`config.mk`:
```
export PLATFORM = sky130hd
export DESIGN_NAME = uart_with_fifo_tx
export DESIGN_NICKNAME = d
export VERILOG_FILES = /design/src/rtl/uart_pkg.sv /design/src/rtl/uart_tx.sv /design/src/rtl/uart_with_fifo_tx.sv
export SDC_FILE = /design/constraint.sdc
export NUM_CORES = 1
export LEC_CHECK = 0
export CORE_ASPECT_RATIO = 0.5
export CORE_MARGIN = 2
export CORE_UTILIZATION = 65
export DETAILED_ROUTE_END_ITERATION = 12
export GPL_TIMING_DRIVEN = 0
export PLACE_DENSITY = 0.93
export SYNTH_ARGS = -nofsm -noshare
export SYNTH_HDL_FRONTEND = slang
export SYNTH_SLANG_ARGS = --single-unit
```
`constraint.sdc`:
```
create_clock -name clk_in -period 3.95 [get_ports clk_in]
set_input_delay 0.9875 -clock clk_in [delete_from_list [all_inputs] [get_ports clk_in]]
set_output_delay 0.9875 -clock clk_in [all_outputs]
set_load 0.01 [all_outputs]
```
`src/rtl/uart_pkg.sv`:
```
// uart_pkg: shared UART constants and serializer state encoding.
package uart_pkg;
  localparam int CLKS_PER_BIT_DEF = 868;
  localparam int DATA_BITS = 8;
  localparam logic START_BIT = 1'b0;
  localparam logic STOP_BIT = 1'b1;
  typedef enum logic [2:0] {IDLE, LOAD, START, DATA, STOP} tx_state_t;
endpackage

```
`src/rtl/uart_tx.sv`:
```
// uart_tx: 8N1 serializer with per-bit baud counter; line and status are registered.
module uart_tx import uart_pkg::*; #(
  parameter int CLKS_PER_BIT = CLKS_PER_BIT_DEF
) (
  input  logic       clk_in,
  input  logic       rst,
  input  logic       tx_start,
  input  logic [7:0] tx_data,
  output logic       tx_serial_data,
  output logic       tx_busy,
  output logic       tx_finish
);
  localparam int CW = $clog2(CLKS_PER_BIT);
  localparam logic [CW-1:0] LAST = CW'(CLKS_PER_BIT - 1);
  tx_state_t state;
  logic [CW-1:0] cnt;
  logic [2:0] bit_idx;
  logic [7:0] shreg;
  logic bit_end;
  assign bit_end = cnt == LAST;
  // The line register follows the state one cycle later, so each bit is visible for exactly CLKS_PER_BIT cycles.
  always_ff @(posedge clk_in or posedge rst)
    if (rst) begin
      state <= IDLE;
      cnt <= '0;
      bit_idx <= '0;
      shreg <= '0;
      tx_serial_data <= STOP_BIT;
      tx_busy <= 1'b0;
      tx_finish <= 1'b0;
    end else begin
      tx_busy <= tx_start || state != IDLE;
      tx_finish <= state == STOP && bit_end;
      cnt <= (state inside {START, DATA, STOP}) && !bit_end ? cnt + 1'b1 : '0;
      case (state)
        IDLE: begin
          tx_serial_data <= STOP_BIT;
          if (tx_start) state <= LOAD;
        end
        LOAD: begin
          shreg <= tx_data;
          bit_idx <= '0;
          state <= START;
        end
        START: begin
          tx_serial_data <= START_BIT;
          if (bit_end) state <= DATA;
        end
        DATA: begin
          tx_serial_data <= shreg[bit_idx];
          if (bit_end) begin
            bit_idx <= bit_idx + 1'b1;
            if (bit_idx == 3'(DATA_BITS - 1)) state <= STOP;
          end
        end
        STOP: begin
          tx_serial_data <= STOP_BIT;
          if (bit_end) state <= IDLE;
        end
        default: state <= IDLE;
      endcase
    end
endmodule

```
`src/rtl/uart_with_fifo_tx.sv`:
```
// uart_with_fifo_tx: synchronous byte FIFO feeding an 8N1 UART serializer.
module uart_with_fifo_tx import uart_pkg::*; #(
  parameter int CLKS_PER_BIT = CLKS_PER_BIT_DEF,
  parameter int FIFO_DEPTH = 16,
  parameter int AW = $clog2(FIFO_DEPTH)
) (
  input  logic        clk_in,
  input  logic        rst,
  input  logic        tx_en,
  input  logic        wr_en,
  input  logic [7:0]  din,
  output logic        full,
  output logic        almost_full,
  output logic        empty,
  output logic [AW:0] data_count,
  output logic        tx_serial_data,
  output logic        tx_busy,
  output logic        tx_finish
);
  logic [7:0] mem [FIFO_DEPTH];
  logic [AW-1:0] wr_ptr, rd_ptr;
  logic [7:0] dout;
  logic wr_ok, pop;
  assign full = data_count == (AW+1)'(FIFO_DEPTH);
  assign almost_full = data_count >= (AW+1)'(FIFO_DEPTH - 1);
  assign empty = data_count == '0;
  assign wr_ok = wr_en && !full;
  // The serializer is idle exactly when it is not busy, or in the single cycle after a stop bit.
  assign pop = tx_en && !empty && (!tx_busy || tx_finish);
  always_ff @(posedge clk_in or posedge rst)
    if (rst) begin
      wr_ptr <= '0;
      rd_ptr <= '0;
      dout <= '0;
      data_count <= '0;
    end else begin
      if (wr_ok) wr_ptr <= wr_ptr + 1'b1;
      if (pop) begin
        rd_ptr <= rd_ptr + 1'b1;
        dout <= mem[rd_ptr];
      end
      data_count <= data_count + (AW+1)'(wr_ok) - (AW+1)'(pop);
    end
  always_ff @(posedge clk_in)
    if (wr_ok) mem[wr_ptr] <= din;
  uart_tx #(.CLKS_PER_BIT(CLKS_PER_BIT)) u_tx (
    .clk_in(clk_in),
    .rst(rst),
    .tx_start(pop),
    .tx_data(dout),
    .tx_serial_data(tx_serial_data),
    .tx_busy(tx_busy),
    .tx_finish(tx_finish)
  );
endmodule

```
# --- Word-level counts from Yosys, hierarchy flattened ---
# Memories as Yosys holds them, arrays and structs flattened. A register that Yosys moved wholly into a read port is not among the register bits.
# Index checks and enable logic that the tools add are counted.
# Widths: inputs -> output; s select.
word_totals:
  ram_bits: 128
  in_bits: 12
  n_memories: 1
  out_inout_bits: 11
  register_bits: 40
  elab_cells: 65
op_classes:
  eq_ne: 12
  add_sub_neg: 6
  muxes: 14
  order_cmp: 2
  n_reduce_logical: 20
memory_table:
  columns: ["memory", "words", "width", "rd", "rd_ports_with_merged_regs", "write_ports", "line", "source"]
  rows:
  - ["mem", 16, 8, 1, 1, 1, "uart_with_fifo_tx.sv:20", "logic [7:0] mem [FIFO_DEPTH];"]
ops:
  columns: ["op", "count"]
  rows:
  - ["$mux 3", 6]
  - ["$pmux 3 s5", 1]
  - ["$add 10x1->10 const B", 1]
  - ["$eq 10x10->1 const B", 1]
  - ["$mux 10", 1]
  - ["$reduce_bool 3->1", 3]
  - ["$add 4x1->4 const B", 2]
  - ["$eq 3x2->1 const B", 2]
  - ["$eq 3x3->1 const B", 2]
  - ["$ne 2x1->1 const B", 3]
  - ["$pmux 3 s2", 1]
  - ["$add 5x1->5", 1]
  - ["$eq 5x5->1 const B", 1]
  - ["$ge 5x4->1 const B", 1]
  - ["$logic_and 1x1->1", 5]
  - ["$logic_not 5->1", 1]
  - ["$reduce_and 5->1", 1]
  - ["$sub 5x1->5", 1]
  - ["$logic_not 1->1", 4]
  - ["$lt 3x4->1 const B", 1]
  - ["$ne 2x2->1 const B", 2]
  - ["$add 3x1->3 const B", 1]
  - ["$bmux 1 s3", 1]
  - ["$eq 3x1->1 const B", 1]
  - ["7 further kinds", 10]

# --- Depth between registers and ports, before layout ---
# Gate-level depths: netlist of run 1.
depth:
  word_depth: 6
  ltp_mapped: 15
  mapped_depth_nobuf: 14

# --- By module ---
# From an unflattened synthesis of run 1, not the netlist that was laid out.
unflattened:
  cells_unflattened: 442
  hier_area_um2: 7455.9
modules_own_cells:
  columns: ["mod", "seq_area_each_um2", "instances", "area_each_um2", "cells_per_inst"]
  rows:
  - ["uart_with_fifo_tx", 4369.2, 1, 6127.1, 318]
  - ["uart_tx", 676.9, 1, 1328.8, 124]

# --- Worst setup path after synthesis of run 1 ---
# No wires, ideal clock.
synth_path:
  kind: "reg2reg"
  startpoint: "reg data_count[2]"
  endpoint: "reg data_count[4]"
  arrival_ns: 2.765
  setup_ns: 0.079
  n_path_buf: 1
  path_stages_with_launch: 16
  required_time_ns: 3.871
  period_less_slack_ns: 2.844
  setup_slack_ns: 1.106
  path_cell_list: "dfrtp_1 > inv_1 > ha_1 > nor4bb_1 > nor2b_1 > clkbuf_1 > inv_2 > ha_1 > inv_1 > ha_1 > inv_1 > fa_1 > inv_1 > a21oi_1 > o21bai_1 > xor2_1"
synth_between:
  elab_chain_len: 5
  word_cells_on_any_way: 9
  classes_between: "2 x add/sub; 1 x eq/ne; 6 x reduce/logical"
synth_rtl:
  columns: ["element", "line", "source"]
  rows:
  - ["start: declaration", "uart_with_fifo_tx.sv:15", "output logic [AW:0] data_count,"]
  - ["start signal: assignment", "uart_with_fifo_tx.sv:42", "data_count <= data_count + (AW+1)'(wr_ok) - (AW+1)'(pop);"]
  - ["$eq 5x5->1", "uart_with_fifo_tx.sv:24", "assign full = data_count == (AW+1)'(FIFO_DEPTH);"]
  - ["net full", "uart_with_fifo_tx.sv:12", "output logic full,"]
  - ["$logic_not 1->1", "uart_with_fifo_tx.sv:27", "assign wr_ok = wr_en && !full;"]
  - ["$logic_and 1x1->1", "uart_with_fifo_tx.sv:27", null]
  - ["$add 5x1->5", "uart_with_fifo_tx.sv:42", null]
  - ["$sub 5x1->5", "uart_with_fifo_tx.sv:42", null]
# The timed path passes the listed nets, and every way through them passes these cells.
# A chain may end at the register's enable or synchronous reset.

# --- Final worst setup path of run 1 ---
layout_path:
  startpoint: "in wr_en"
  endpoint: "reg data_count[4]"
layout_between:
  elab_chain_len: 3
layout_rtl:
  columns: ["element", "line", "source"]
  rows:
  - ["start: declaration", "uart_with_fifo_tx.sv:10", "input logic wr_en,"]
  - ["$logic_and 1x1->1", "uart_with_fifo_tx.sv:27", null]
  - ["$add 5x1->5", "uart_with_fifo_tx.sv:42", null]
  - ["$sub 5x1->5", "uart_with_fifo_tx.sv:42", null]
# Every way passes these cells.

==> reports/metrics.cfg, run 1 <==
[run_status]
outcome=finished clean

[pwr]
irDropWorstVdd_uv=374
p_per_area_nw_per_um2=540
p_leak_nw=3.06

[clock_network]
cts_resized=0
root_buffer=clkbuf_16
cts_made_buffers=17
cts-htree-levels=4
clk_pin_slew_ns=0.07
cts_tree=yes
clock_sinks=176
hold_buffers=0
clk_latency_ns=0.43
clockBufferDepth=2
postCtsSetupBuffers=0

[drt]
drt_wl_total_um=15800
postRouteAntennaNets=0
via_count=4210
firstDrtPassIters=5
routed_via_density=6.59
drt-initial-drc-count=474
drcViolationCount=0
routedWlPerCell_um=24.7

[floorplan]
core_um2=11000
start_util_pct=67.1
die-width_um=155
ios=23
rows=27
die_y_um=79.5
dieArea_um2=12300

[setup_path]
startpoint=wr_en
crit_path_end=data_count[4]
cp_max_fo=7
path_class=input pin to register
cp.required_ns=4.29
cp.arrival_ns=3.80
r2r-start=data_count[2]
r2r_end=data_count[4]
end_kind=register
reg2reg_slack_ns=0.56
r2r_cells=15
cp-start-kind=input pin

[sta]
fin_crit_ns=3.46
finalSetupViolations=0
totalNegativeSetupSlack_ns=0
rsz0062_at_grt=false
final_hold_viol_count=0
tightestPinTransition_ns=1.07
slew_violations=0
slew_headroom_pct=28.1
fin_crit_sh_pct=87.7
fmax_ghz=0.289
skew_ns=0.0101

[logic_synthesis]
synth_area_per_cell_um2=17.0
yosysWarnings=0
synth_flop_cell=edfxtp_1
synth.area.top_cells=edfxtp_1 52%, dfrtp_1 16%, mux4_2 7.9%
ys_seq_area_share_pct=68.1
synth_common_cells=128 x edfxtp_1, 47 x dfrtp_1, 26 x mux4_2
synth_fp_nets=467
synth_edf_count=128
synthArstFlopShare_pct=27.3
syn_inst=437
synth_top_area_cell=edfxtp_1
yosysMostFrequentCell=edfxtp_1
syn_area_um2=7410
synth_cell_types=47
synth_seq_cells=176
synth.top_cell.area_share_pct=51.9

[global_routing]
grt_overflow=0
grt_first_pass_wirelength_um=24200
antenna_found_initial=0
grtUsageTotal_pct=27.6
grt_pass1_vias=4290
grt_max_degree=36

[worst_hold_path]
hp-class=register to register
worstHoldPathCells=1

[cells_and_area]
multiInputGateArea_um2=2180
regArea_um2=5050
diodes=0
nFillCells=542
drive_above_1_share_pct=17.8
fin_nets=511
syn2layout_area_growth_pct=13.7
utilization_pct=76.2

[placement]
gp_congestion=0.859
dp_hpwl_um=9770
portBuffers=22

[run]
maxCapViolations=0

cell type report:
cell class                 count  share of cell area, %
tap                          145                   2.15
timing repair buffer          25                   3.03
inverter                      22                  0.981
clock buffer                  17                   5.05
multi-input combinational    218                   25.9
clock inverter                15                   1.49
buffer                        21                   1.49
sequential                   176                   59.9
worst max-delay path, stage by stage:
cell and delay (ns):
clkdlybuf4s50_1 0.46, nor2b_1 0.20, clkbuf_1 0.34, inv_2 0.19, ha_1 0.33, inv_1 0.07, ha_1 0.18, inv_1 0.07
fa_1 0.42, inv_1 0.09, a21oi_1 0.07, o21bai_1 0.19, xor2_1 0.21
metal layers:
layer / part of all wire, % / track usage, %
met5: 0 / 0
met4: 3.0 / 11.9
met3: 8.1 / 4.78
met2: 49 / 46.4
met1: 40 / 36.6
per-stage QoR:
stage          hold slack (ns)  worst slack (ns)  area [µm²]  std cells  total power, W
4_1_cts                  0.491             0.572        8420        639         0.00454
2_1_floorplan            0.455              1.11        7410        437         0.00265
5_1_grt                  0.515             0.403        8420        639         0.00468
3_5_place_dp             0.482             0.199        7870        607         0.00295
3_3_place_gp             0.474             0.132        7810        604         0.00286
6_report                 0.491             0.487        8420        639         0.00455
power breakdown:
group          internal (W)  switching, W  total [W]
Clock              0.000828      0.000778    0.00161
Combinational      0.000273      0.000410   0.000682
Sequential          0.00217     0.0000887    0.00226
Total               0.00327       0.00128    0.00455
registers in the layout (all words and copies together), names as in the netlist:
| register | flops |
|---|---|
| u_tx.state | 3 |
| dout | 8 |
| u_tx.tx_busy | 1 |
| data_count | 5 |
| u_tx.bit_idx | 3 |
| u_tx.tx_finish | 1 |
| wr_ptr | 4 |
| u_tx.tx_serial_data | 1 |
| u_tx.shreg | 8 |
| u_tx.cnt | 10 |
| rd_ptr | 4 |
| mem | 128 |
how the worst min path moves through the flow:
stage / slack (ns) / from / to
final: 0.49 / u_tx.cnt[0] / u_tx.cnt[0]
after CTS: 0.49 / u_tx.cnt[0] / u_tx.cnt[0]
after floorplan: 0.45 / u_tx.cnt[0] / u_tx.cnt[0]
after detailed placement: 0.48 / u_tx.cnt[0] / u_tx.cnt[0]
after global routing: 0.52 / u_tx.cnt[0] / u_tx.cnt[0]
after global placement: 0.47 / u_tx.cnt[0] / u_tx.cnt[0]
cell usage in the layout, fill, tap and decap left out, types with 8 or more instances in the layout:
cell / Yosys / routed
and2_1: 9 / 9
ha_1: 17 / 17
nand2_1: 13 / 13
clkdlybuf4s50_1: 0 / 22
a22o_1: 8 / 8
clkbuf_1: 8 / 8
mux2i_1: 9 / 9
mux2_2: 8 / 8
inv_1: 21 / 20
nor2b_1: 12 / 12
clkbuf_16: 0 / 17
mux4_1: 8 / 8
dfrtp_1: 47 / 47
a21oi_1: 13 / 13
xnor2_1: 12 / 12
edfxtp_1: 128 / 128
nand3_1: 11 / 11
a211o_1: 8 / 8
nor2_1: 17 / 17
mux4_2: 26 / 26
kinds of logic (layout without fill, tap and decap cells):
group,count (synthesis),count (layout),share of synthesized area [%]
AOI/OAI and AO/OA,44,44,4.36
xor gates and xnor gates,16,16,1.89
adders and majority gates,18,18,3.14
buffers and inverters,43,100,2.80
DFF,176,176,68.1
muxes,51,51,13.2
and+or+nand+nor,89,89,6.52
No activity file was read; power rests on OpenSTA's default activity.
==> run 2, diff against run 1 <==
--- a/config.mk
+++ b/config.mk
@@ -5,7 +5,7 @@
 export SDC_FILE = /design/constraint.sdc
 export NUM_CORES = 1
 export LEC_CHECK = 0
-export CORE_ASPECT_RATIO = 0.5
+export CORE_ASPECT_RATIO = 1.5
 export CORE_MARGIN = 2
 export CORE_UTILIZATION = 65
 export DETAILED_ROUTE_END_ITERATION = 12
==> run 2 against run 1 <==
Against the previous run:
- sequential cell count unchanged
- clock skew fell by 0.0019 ns
- combinational power shrank 4.0%
- die area fell by 0.28%
- largest cell class unchanged
==> reports/metrics.cfg, run 2 (synthesis results as in run 1) <==
[run_status]
outcome=finished clean

[drt]
drt-initial-drc-count=347
routedWlPerCell_um=23.3
firstDrtPassIters=5
wl_met2_um=8010
wl_met3_um=910
drcViolationCount=0
top_layer_used=met4
postRouteAntennaNets=0
wl_met1_um=5400
drt_wl_total_um=15000
routed_via_density=6.42
via_count=4126

[global_routing]
grt_max_degree=26
grt_overflow=0
grt_first_pass_wirelength_um=23300
grt_pass1_vias=4205
grtUsageTotal_pct=26.1
antenna_found_initial=0

[setup_path]
crit_path_end=data_count[4]
r2r-start=data_count[2]
r2r_end=data_count[4]
crit_family=buffers and inverters
cp_max_fo=7
crit_slowest_cell=clkdlybuf4s50_1
reg2reg_slack_ns=0.75
cp.depth=13
cp_slowest_stage_delay_ns=0.46
worst_path_most_repeated_cell=inv_1
cp.required_ns=4.30
end_kind=register
crit_chain=clkdlybuf4s50_1 -> nor2b_1 -> clkbuf_1 -> inv_2 -> ha_1 -> inv_1 -> ha_1 -> inv_1 -> fa_1 -> inv_1 -> a21oi_1 -> o21bai_1 -> xor2_1
path_class=input pin to register
startpoint=wr_en
cp.arrival_ns=3.70
r2r_cells=15
cp-start-kind=input pin
path_buf_inv=6

[floorplan]
rows=47
ios=23
dieArea_um2=12300
start_util_pct=67.0
die-width_um=91.2
die_y_um=135
core_um2=11100

[sta]
fin_crit_sh_pct=84.9
rsz0062_at_grt=false
slew_headroom_pct=46.9
skew_ns=0.00823
slew_violations=0
fin_crit_ns=3.35
totalNegativeSetupSlack_ns=0
tightestPinTransition_ns=0.794
final_hold_viol_count=0
finalSetupViolations=0
fmax_ghz=0.298

[clock_network]
cts_made_buffers=17
clk_pin_slew_ns=0.07
root_buffer=clkbuf_16
clockBufferDepth=2
cts-htree-levels=4
cts_tree=yes
clock_sinks=176
postCtsSetupBuffers=0
clk_latency_ns=0.43
hold_buffers=0
cts_resized=0

[cells_and_area]
fin_nets=513
final_cell_area_um2=8480
utilization_pct=76.7
largestRegisters=mem (128), u_tx.cnt (10)
nFillCells=597
multiInputGateArea_um2=2180
top_register=mem
drive_above_1_share_pct=17.5
syn2layout_area_growth_pct=14.4
final_cell_mix=128 x edfxtp_1, 47 x dfrtp_1, 26 x mux4_2
final_common_cell=edfxtp_1
diodes=0
regArea_um2=5050
largest_reg_flops=128

[pwr]
swShare_pct=25.8
comb_power_share_pct=14.3
internal_power_w=0.00339
p_leak_nw=3.07
p_per_area_nw_per_um2=539
power_switching_w=0.00118
irDropWorstVdd_uv=396
seqPwrFrac_pct=49.4
clkPwrFrac_pct=36.3

[placement]
dpl-instance-area_um2=7900
dp_hpwl_um=10000
gp_congestion=0.819
portBuffers=22

[run]
maxCapViolations=0

[worst_hold_path]
hp-class=register to register

[run 2: cell types whose count changed in the layout (fill, tap and decap cells not counted), sizes merged]
cell	delta
buf	+2
bufinv	+2
clkbuf	+2
clkinv	-3
clkinvlp	+2
inv	-3
[run 2: how the worst min path moves through the flow]
stage,cells after the start,startpoint,to,slack [ns]
detailed placement,1,u_tx.cnt[0],u_tx.cnt[0],0.49
floorplan,1,u_tx.cnt[0],u_tx.cnt[0],0.45
CTS,1,u_tx.cnt[0],u_tx.cnt[0],0.50
finish,1,u_tx.shreg[2],u_tx.shreg[2],0.51
global placement,1,u_tx.cnt[0],u_tx.cnt[0],0.47
global route,1,dout[2],u_tx.shreg[2],0.52
[run 2: power groups by stage]
stage | clock network (W) | logic (W) | registers, W
floorplan | 0 | 0.000375 | 0.00228
global placement | 0 | 0.000566 | 0.00228
detailed placement | 0 | 0.000637 | 0.00229
CTS | 0.00166 | 0.000657 | 0.00226
global route | 0.00173 | 0.000708 | 0.00227
finish | 0.00166 | 0.000655 | 0.00226
[run 2: area by class of cell]
type                    instances  share of cell area, %
well taps                     147                   2.17
inverters                      22                  0.974
repair buffers                 27                   3.28
clock inverters                13                   1.77
plain buffers                  21                   1.48
clock buffers                  19                   5.11
flip-flops and latches        176                   59.5
multi-input cells             218                   25.7
[run 2: through the flow]
step / instances / worst slack, ns / hold slack [ns] / total power, W
2_1_floorplan: 437 / 1.11 / 0.455 / 0.00265
3_3_place_gp: 606 / 0.0173 / 0.474 / 0.00284
3_5_place_dp: 611 / 0.280 / 0.495 / 0.00293
4_1_cts: 643 / 0.635 / 0.505 / 0.00458
5_1_grt: 643 / 0.455 / 0.523 / 0.00471
6_report: 643 / 0.596 / 0.506 / 0.00457
[run 2: layer usage]
metal | track usage, % | vias to the layer above
met1 | 30.8 | 2100
met5 | 0 | -
met2 | 45.3 | 194
met4 | 14.1 | 0
li1 | - | 1782
met3 | 5.02 | 50
==> run 3, diff against run 2 <==
--- a/config.mk
+++ b/config.mk
@@ -7,10 +7,10 @@
 export LEC_CHECK = 0
 export CORE_ASPECT_RATIO = 1.5
 export CORE_MARGIN = 2
-export CORE_UTILIZATION = 65
+export CORE_UTILIZATION = 61
 export DETAILED_ROUTE_END_ITERATION = 12
 export GPL_TIMING_DRIVEN = 0
-export PLACE_DENSITY = 0.93
+export PLACE_DENSITY = 0.88
 export SYNTH_ARGS = -nofsm -noshare
 export SYNTH_HDL_FRONTEND = slang
 export SYNTH_SLANG_ARGS = --single-unit
==> constraint.sdc (replaced) <==
create_clock -name clk_in -period 3.1 [get_ports clk_in]
set_input_delay 0.775 -clock clk_in [delete_from_list [all_inputs] [get_ports clk_in]]
set_output_delay 0.775 -clock clk_in [all_outputs]
set_load 0.01 [all_outputs]
==> run 3 against run 2 <==
Against the previous run:
- critical path depth grew 2
- sequential power grew 27%
- count of clock-buffer cells in the layout shrank 2
- non-clock buffer count shrank 1
- cell count grew 0.78%
- largest cell class unchanged
==> reports/metrics.cfg, run 3 (synthesis results as in run 1) <==
[run_status]
outcome=finished clean

[setup_path]
cp.arrival_ns=3.26
cp_slowest_stage_delay_ns=0.42
path_buf_inv=6
crit_family=adder cells
crit_slowest_cell=dfrtp_1
worst_path_most_repeated_cell=inv_1
cp-start-kind=register
end_kind=register
cp_max_fo=7
crit_chain=inv_1 -> ha_1 -> nor4bb_2 -> nor2b_1 -> clkbuf_2 -> inv_2 -> ha_1 -> inv_1 -> ha_1 -> inv_1 -> fa_1 -> inv_1 -> a21oi_1 -> o21bai_1 -> xor2_1
path_class=register to register
cp.required_ns=3.44

[sta]
skew_ns=0.00710
fmax_ghz=0.343
rsz0062_at_grt=false
finalSetupViolations=0
fin_crit_sh_pct=94.2
slew_headroom_pct=34.6
tightestPinTransition_ns=0.973
final_hold_viol_count=0
slew_violations=0
totalNegativeSetupSlack_ns=0
fin_crit_ns=2.92

[pwr]
irDropWorstVdd_uv=626
p_per_area_nw_per_um2=675
p_leak_nw=3.06

[cells_and_area]
final_cell_area_um2=8470
fin_nets=512
largest_reg_flops=128
final_cell_mix=128 x edfxtp_1, 47 x dfrtp_1, 26 x mux4_2
drive_above_1_share_pct=18.4
final_common_cell=edfxtp_1
diodes=0
top_register=mem
syn2layout_area_growth_pct=14.3
largestRegisters=mem (128), u_tx.cnt (10)

[drt]
routedWlPerCell_um=21.8
drt_wl_total_um=14100
drt-initial-drc-count=243
routed_via_density=6.11
drcViolationCount=0
firstDrtPassIters=5
via_count=3957
postRouteAntennaNets=0

[global_routing]
grt_max_degree=40
grt_first_pass_wirelength_um=22300
grt_pass1_vias=4255
grtUsageTotal_pct=23.2
grt_overflow=0
antenna_found_initial=0

[clock_network]
cts_tree=yes
cts-htree-levels=4
clockBufferDepth=2
clk_latency_ns=0.43
clk_pin_slew_ns=0.07
root_buffer=clkbuf_16
cts_made_buffers=17
clock_sinks=176

[floorplan]
dieArea_um2=13100
die-width_um=94.0
rows=49
ios=23
start_util_pct=62.3
core_um2=11900
die_y_um=139

[placement]
portBuffers=22
gp_congestion=0.818
dp_hpwl_um=9370
dpl-instance-area_um2=7890

[run]
maxCapViolations=0

[worst_hold_path]
hp-class=register to register

-- run 3: changes by cell type in the layout (fill, tap and decap cells not counted), sizes merged --
cell / delta
clkinvlp: -1
clkbuf: -2
bufinv: -2
inv: +1
buf: -1
clkinv: +4
-- run 3: layout make-up --
class	count	area, µm²
tap	153	191
multi-input combinational	218	2190
timing repair buffer	26	263
buffer	21	126
fill	721	3420
clock inverter	15	144
clock buffer	17	425
sequential	176	5050
inverter	22	82.6
-- run 3: metrics by stage --
step           instances  setup slack (ns)  hold slack (ns)  total power (W)  util (%)
4_1_cts              648            0.0292            0.499          0.00573      71.1
2_1_floorplan        437             0.256            0.455          0.00338         -
3_5_place_dp         616            -0.312            0.491          0.00373      66.3
3_3_place_gp         612            -0.610            0.477          0.00362      65.7
5_1_grt              648           0.00598            0.525          0.00594      71.2
6_report             648             0.181            0.500          0.00572      71.2
-- run 3: repair_timing --
action	4_1_cts	5_1_grt
gates resized for setup	0	4
setup endpoints to repair	0	2
hold buffers	0	0
setup buffers	0	0
-- run 3: routing by layer --
layer / track usage, % / routed length, µm
met5: 0 / 0
met4: 8.54 / 421
met3: 5.27 / 522
met2: 41.3 / 7630
met1: 27.2 / 5550
-- run 3: path summary, 6_finish.rpt --
check                              startpoint                  end  slack [ns]  depth (start not counted)
worst max-delay path            data_count[2]        data_count[4]        0.18                         15
worst max register to register  data_count[2]        data_count[4]        0.18                         15
min in group asynchronous                 rst          u_tx.cnt[8]        0.60                          2
worst min register to register    u_tx.cnt[0]          u_tx.cnt[0]        0.50                          1
worst min-delay path              u_tx.cnt[0]          u_tx.cnt[0]        0.50                          1
max in group asynchronous                 rst  u_tx.tx_serial_data        1.96                          3
-- run 3: where the power goes --
group / switching [W] / total (W) / internal [W]
sequential: 0.000108 / 0.00288 / 0.00277
combinational: 0.000462 / 0.000811 / 0.000349
clock: 0.000966 / 0.00203 / 0.00106
